### src/rtl/tone_pkg.sv
// Shared constants for the tone synthesizer: note field layout, rest encoding
// and the pitch-to-divider lookup.
package tone_pkg;

    localparam int PITCH_W   = 3;
    localparam int DIV_TBL_W = 10;
    localparam logic [PITCH_W-1:0] REST_PITCH = '0;

    // Divider values for C..B at the top octave; pitch 0 is a rest.
    function automatic logic [DIV_TBL_W-1:0] pitch_div(input logic [PITCH_W-1:0] p);
        case (p)
            3'd1:    return 10'd946;
            3'd2:    return 10'd841;
            3'd3:    return 10'd757;
            3'd4:    return 10'd709;
            3'd5:    return 10'd630;
            3'd6:    return 10'd567;
            3'd7:    return 10'd504;
            default: return '0;
        endcase
    endfunction

endpackage

### src/rtl/tone_synth_if.sv
// Per-channel note/load/status bundle between the synth top and a tone channel.
interface tone_synth_if
    import tone_pkg::*;
#(
    parameter int OCT_W = 2
);
    logic [OCT_W+PITCH_W-1:0] note;
    logic                     ld;
    logic                     pending;
    logic                     speaker;

    modport master (output note, ld, input pending, speaker);
    modport slave  (input note, ld, output pending, speaker);
endinterface

### src/rtl/tone_chan.sv
// One square-wave tone channel: divider plus octave prescaler, with note changes
// deferred to half-period boundaries so no half-period is ever cut short.
module tone_chan
    import tone_pkg::*;
#(
    parameter int DIV_W = 12,
    parameter int OCT_W = 2
) (
    input  logic         clk,
    input  logic         rst_n,
    tone_synth_if.slave  bus
);
    localparam int NOTE_W = OCT_W + PITCH_W;
    localparam int PS_W   = (1 << OCT_W) - 1;

    logic [NOTE_W-1:0] act_q, act_d;
    logic [NOTE_W-1:0] pnd_q, pnd_d;
    logic [NOTE_W-1:0] nxt;
    logic              pending_q, pending_d;
    logic              spk_q, spk_d;
    logic [DIV_W-1:0]  div_q, div_d;
    logic [PS_W-1:0]   ps_q, ps_d;
    logic              boundary;

    function automatic logic is_rest(input logic [NOTE_W-1:0] n);
        return n[PITCH_W-1:0] == REST_PITCH;
    endfunction

    function automatic logic [DIV_W-1:0] div_of(input logic [NOTE_W-1:0] n);
        return DIV_W'(pitch_div(n[PITCH_W-1:0]));
    endfunction

    // Prescale reload 2^(OCT_MAX-oct)-1 is simply the all-ones word shifted by octave.
    function automatic logic [PS_W-1:0] ps_of(input logic [NOTE_W-1:0] n);
        logic [PS_W-1:0] ones;
        ones = '1;
        if (is_rest(n)) begin
            return '0;
        end
        return ones >> n[NOTE_W-1:PITCH_W];
    endfunction

    always_comb begin
        act_d     = act_q;
        pnd_d     = pnd_q;
        pending_d = pending_q;
        spk_d     = spk_q;
        div_d     = div_q;
        ps_d      = ps_q;
        nxt       = act_q;
        boundary  = !is_rest(act_q) && (div_q == '0) && (ps_q == '0);

        if (is_rest(act_q)) begin
            spk_d     = 1'b0;
            div_d     = '0;
            ps_d      = '0;
            pending_d = 1'b0;
            if (bus.ld) begin
                act_d = bus.note;
                div_d = div_of(bus.note);
                ps_d  = ps_of(bus.note);
            end
        end else if (boundary) begin
            // A load landing exactly on the boundary beats any older pending note.
            if (bus.ld) begin
                nxt = bus.note;
            end else if (pending_q) begin
                nxt = pnd_q;
            end
            act_d     = nxt;
            pending_d = 1'b0;
            div_d     = div_of(nxt);
            ps_d      = ps_of(nxt);
            spk_d     = is_rest(nxt) ? 1'b0 : ~spk_q;
        end else begin
            if (div_q == '0) begin
                div_d = div_of(act_q);
                ps_d  = ps_q - PS_W'(1);
            end else begin
                div_d = div_q - DIV_W'(1);
            end
            if (bus.ld) begin
                pnd_d     = bus.note;
                pending_d = 1'b1;
            end
        end
    end

    always_ff @(posedge clk or negedge rst_n) begin
        if (!rst_n) begin
            act_q     <= '0;
            pnd_q     <= '0;
            pending_q <= 1'b0;
            spk_q     <= 1'b0;
            div_q     <= '0;
            ps_q      <= '0;
        end else begin
            act_q     <= act_d;
            pnd_q     <= pnd_d;
            pending_q <= pending_d;
            spk_q     <= spk_d;
            div_q     <= div_d;
            ps_q      <= ps_d;
        end
    end

    assign bus.pending = pending_q;
    assign bus.speaker = spk_q;

endmodule

### src/rtl/tone_synth.sv
// Multi-channel square-wave tone synthesizer with a first-order sigma-delta mix
// of all channel speakers onto a single output bit.
module tone_synth
    import tone_pkg::*;
#(
    parameter int NCH   = 2,
    parameter int DIV_W = 12,
    parameter int OCT_W = 2
) (
    input  logic                          clk,
    input  logic                          rst_n,
    input  logic [NCH*(OCT_W+PITCH_W)-1:0] note_in,
    input  logic [NCH-1:0]                note_ld,
    output logic [NCH-1:0]                pending,
    output logic [NCH-1:0]                speaker,
    output logic                          mix_out
);
    localparam int NOTE_W = OCT_W + PITCH_W;
    localparam int ACC_W  = $clog2(2 * NCH);

    for (genvar g = 0; g < NCH; g++) begin : g_ch
        tone_synth_if #(.OCT_W(OCT_W)) ch_if ();

        assign ch_if.note = note_in[g*NOTE_W +: NOTE_W];
        assign ch_if.ld   = note_ld[g];
        assign pending[g] = ch_if.pending;
        assign speaker[g] = ch_if.speaker;

        tone_chan #(
            .DIV_W (DIV_W),
            .OCT_W (OCT_W)
        ) u_chan (
            .clk   (clk),
            .rst_n (rst_n),
            .bus   (ch_if.slave)
        );
    end

    logic [ACC_W-1:0] acc_q, acc_d, pop, sum;
    logic             mix_q, mix_d;

    // Accumulator residue stays below NCH, so acc + popcount never exceeds 2*NCH-1.
    always_comb begin
        pop = '0;
        for (int i = 0; i < NCH; i++) begin
            pop = pop + ACC_W'(speaker[i]);
        end
        sum = acc_q + pop;
        if (sum >= ACC_W'(NCH)) begin
            mix_d = 1'b1;
            acc_d = sum - ACC_W'(NCH);
        end else begin
            mix_d = 1'b0;
            acc_d = sum;
        end
    end

    always_ff @(posedge clk or negedge rst_n) begin
        if (!rst_n) begin
            acc_q <= '0;
            mix_q <= 1'b0;
        end else begin
            acc_q <= acc_d;
            mix_q <= mix_d;
        end
    end

    assign mix_out = mix_q;

endmodule

### config.mk
export PLATFORM = sky130hd
export DESIGN_NAME = tone_synth
export DESIGN_NICKNAME = d
export VERILOG_FILES = /design/src/rtl/tone_pkg.sv /design/src/rtl/tone_synth_if.sv /design/src/rtl/tone_chan.sv /design/src/rtl/tone_synth.sv
export SDC_FILE = /design/constraint.sdc
export NUM_CORES = 1
export LEC_CHECK = 0
export BUFFER_PORTS_ARGS = -buffer_cell sky130_fd_sc_hd__clkbuf_2
export CAP_MARGIN = 20
export CORE_MARGIN = 2
export CORE_UTILIZATION = 62
export DETAILED_ROUTE_END_ITERATION = 7
export PLACE_DENSITY = 0.8
export REMOVE_ABC_BUFFERS = 1
export SYNTH_ARGS = -nofsm -noshare
export SYNTH_HDL_FRONTEND = slang
export SYNTH_SLANG_ARGS = --single-unit
export TNS_END_PERCENT = 10
### constraint.sdc
create_clock -name clk -period 3.1 [get_ports clk]
set_input_delay 0.62 -clock clk [delete_from_list [all_inputs] [get_ports clk]]
set_output_delay 0.62 -clock clk [all_outputs]
set_load 0.01 [all_outputs]
==> reports/results.txt <==
Outcome -> complete, no violations
Vias in the first global route -> 3472
CP endpoint kind -> register
Num rows -> 29
Number of nets in the layout -> 515
Most frequent cells in the layout -> dfrtp_1, nor2_1, nand2_1, o21ai_0
Crit Path Class -> reg2reg
Setup TNS Final -> 0 ns
Area share of the largest cell type after synthesis -> 34.5%
Synth Warn # -> 0
First-pass GRT wire length -> 16900 um
TritonRoute pass-1 iters -> 5
I/O Buffers -> 18
Routed wire per std cell -> 17.2 um
Setup Fix Bufs, Post-CTS -> 0
N_diodes -> 0
Post-CTS resize count -> 0
Total power -> 3.08 mW
Seq cells post-synth -> 57
Area grow syn2layout -> 7.78%
Max Clock Skew -> 0.00494 ns
Worst vdd ir -> 0.000508 V
Via Count -> 3679
Routability congestion estimate from global placement -> 0.898
Vert. Die Dim -> 85.6 um
Rel. slew slack -> 52.2%
Worst min path class -> in2async
Hold-fix buffers at CTS -> 0
Pwr/cell area -> 691 nW/um^2
Post-synth EDFFs -> 0
FILL cells -> 525
FF+latch area -> 1430 sq um
Detail Route Antenna Nets -> 0
Crit Path Max Fanout -> 5
Gr usage total -> 29.0%
Final design area excluding fillers -> 4450 sq um
Antenna violations before repair -> 0
Max incr delay on CP -> 0.59 ns
IO Pins -> 19
Share of power burned in registers -> 40.1%
Post-synth top area cell -> dfrtp_1
CTS tree -> yes
Startpoint types -> register
CTS Buf Count -> 9
Dominant cells by area after synthesis -> dfrtp_1, nor2_1, xnor2_1
CP Cell Sequence -> inv_1, ha_1, or4b_2, nor4_1, nor2_1, nand2_1, mux2_2
Worst R2R Path Depth -> 7
Worst slew pin tran -> 0.708 ns
# H-tree levels -> 3
Multi-input gate area in the final layout -> 2500 sq um
DRC Markers -> 0
Initial Util -> 64.7%
Worst skew pair latency -> 0.33 ns
DIE WIDTH -> 85.6 um
CTS Sinks -> 57
Main synth FF type -> dfrtp_1
First DRT Iteration DRCs -> 244
Die ar. -> 7340 sq um
Critical path arrival -> 2.76 ns
Avg Inst Size Synth -> 8.56 sq um
Hold slack -> 0.225 ns
CTS root buffer -> clkbuf_8
RSZ-0062 raised after global routing -> false
Grt ovf -> 0
Commonest non-fill, non-tap cell in the layout -> dfrtp_1
Layout cell share with drive strength beyond 1 -> 14.9%
Pint -> 1.87 mW
Dpl hpwl -> 7070 um
Leak -> 1.91 nW
Max cap viols -> 0
Final Max Slew Viols -> 0
Achievable Freq -> 393 MHz
Worst EP required -> 3.32 ns
Final setup fails -> 0
Cells after synthesis -> 483
CTS clk-pin slew, worst paths -> 0.06 ns
NetSw -> 1.21 mW
Library cells used by synthesis -> 61
Core ar. -> 6390 sq um
CTS max path bufs -> 2
Final Cycle Share -> 82.1%
Mapped Area -> 4130 sq um
Post-synthesis sequential area ratio -> 34.5%
Via/cell ratio -> 6.41
Sw frac -> 39.2%
Largest net degree at the start of global routing -> 42
Total Wirelength -> 9890 um
Slowest cell on the critical path -> or4b_2
Final Hold Viols -> 0
Min Tclk post-route -> 2.55 ns
Clock Power Share -> 21.5%
Combinational share of power -> 38.4%
Cell Area, Placed -> 4260 sq um
Asr flop ratio synth -> 100%
## per-layer routing
layer / vias to the layer above / track usage, % / share of wire [%]
met5: - / 0 / 0
met4: 0 / 9.96 / 1.2
met3: 11 / 5.29 / 8.5
met2: 168 / 42.0 / 44
met1: 1759 / 43.8 / 47
li1: 1741 / - / -
## flip-flops by register name, summed over array words and instances, names as in the netlist
signal,flops
acc_q,2
g_ch.u_chan.act_q,10
g_ch.u_chan.bus.pending,2
g_ch.u_chan.bus.speaker,2
g_ch.u_chan.div_q,24
g_ch.u_chan.pnd_q,10
g_ch.u_chan.ps_q,6
mix_out,1
## final timing paths
path	startpoint	end	slack, ns
worst max register to register	g_ch[1].u_chan.ps_q[0]	g_ch[1].u_chan.pnd_q[3]	0.55
min in group clk	acc_q[1]	mix_out	0.45
max in group asynchronous	rst_n	g_ch[1].u_chan.ps_q[1]	2.01
worst min-delay path	rst_n	g_ch[0].u_chan.div_q[6]	0.22
worst max-delay path	g_ch[1].u_chan.ps_q[0]	g_ch[1].u_chan.pnd_q[3]	0.55
worst min register to register	acc_q[1]	mix_out	0.45
## synth_stat cells (13+ instances only)
cell	count
xor2_1	13
nand2_1	42
inv_1	17
mux2i_1	15
nor2_1	54
o211ai_1	13
clkbuf_1	21
xnor2_1	23
mux2_2	16
nor3_1	14
dfrtp_1	57
o21ai_0	32
a21oi_1	23
nand3_1	17
## stage by stage
stage	utilization [%]	cells	setup WS, ns
after floorplan	-	452	0.509
after global placement	66.7	558	0.666
after detailed placement	66.7	558	0.610
after CTS	69.7	574	0.587
after global routing	69.7	574	0.411
final	69.7	574	0.555
## cell families (layout without fill, tap and decap cells)
logic type	Yosys count	in the layout	share of synthesized area [%]
AO/OA/AOI/OAI	111	111	17.5
other	1	1	0.0907
buffers and inverters	48	62	4.93
multiplexers	34	34	8.81
AND/OR/NAND/NOR	186	186	23.3
XOR/XNOR	36	36	7.63
adder cells (fa/ha/maj)	10	10	3.15
flip-flops	57	57	34.5
## final cells by class
| type | instances | share of cell area, % |
|---|---|---|
| clock buffers | 14 | 4.10 |
| inverters | 17 | 1.43 |
| multi-input cells | 378 | 56.2 |
| repair buffers | 29 | 3.88 |
| well taps | 77 | 2.16 |
| flip-flops and latches | 57 | 32.0 |
| clock inverters | 2 | 0.225 |
## worst max-delay path: cells and delay by family (launching register included)
| family | cells | cell delay, ns |
|---|---|---|
| adder cells (fa/ha/maj) | 1 | 0.20 |
| buffers and inverters | 1 | 0.11 |
| flip-flops | 1 | 0.37 |
| multiplexers | 1 | 0.36 |
| AND/OR/NAND/NOR | 4 | 1.40 |
## power by group through the flow
stage	logic [mW]	registers, mW	clock network, mW
2_1_floorplan	0.850	1.18	0
6_report	1.18	1.23	0.662
4_1_cts	1.17	1.23	0.675
5_1_grt	1.32	1.26	0.701
3_5_place_dp	1.15	1.24	0
3_3_place_gp	1.10	1.22	0
(Power assumes the default switching activity.)
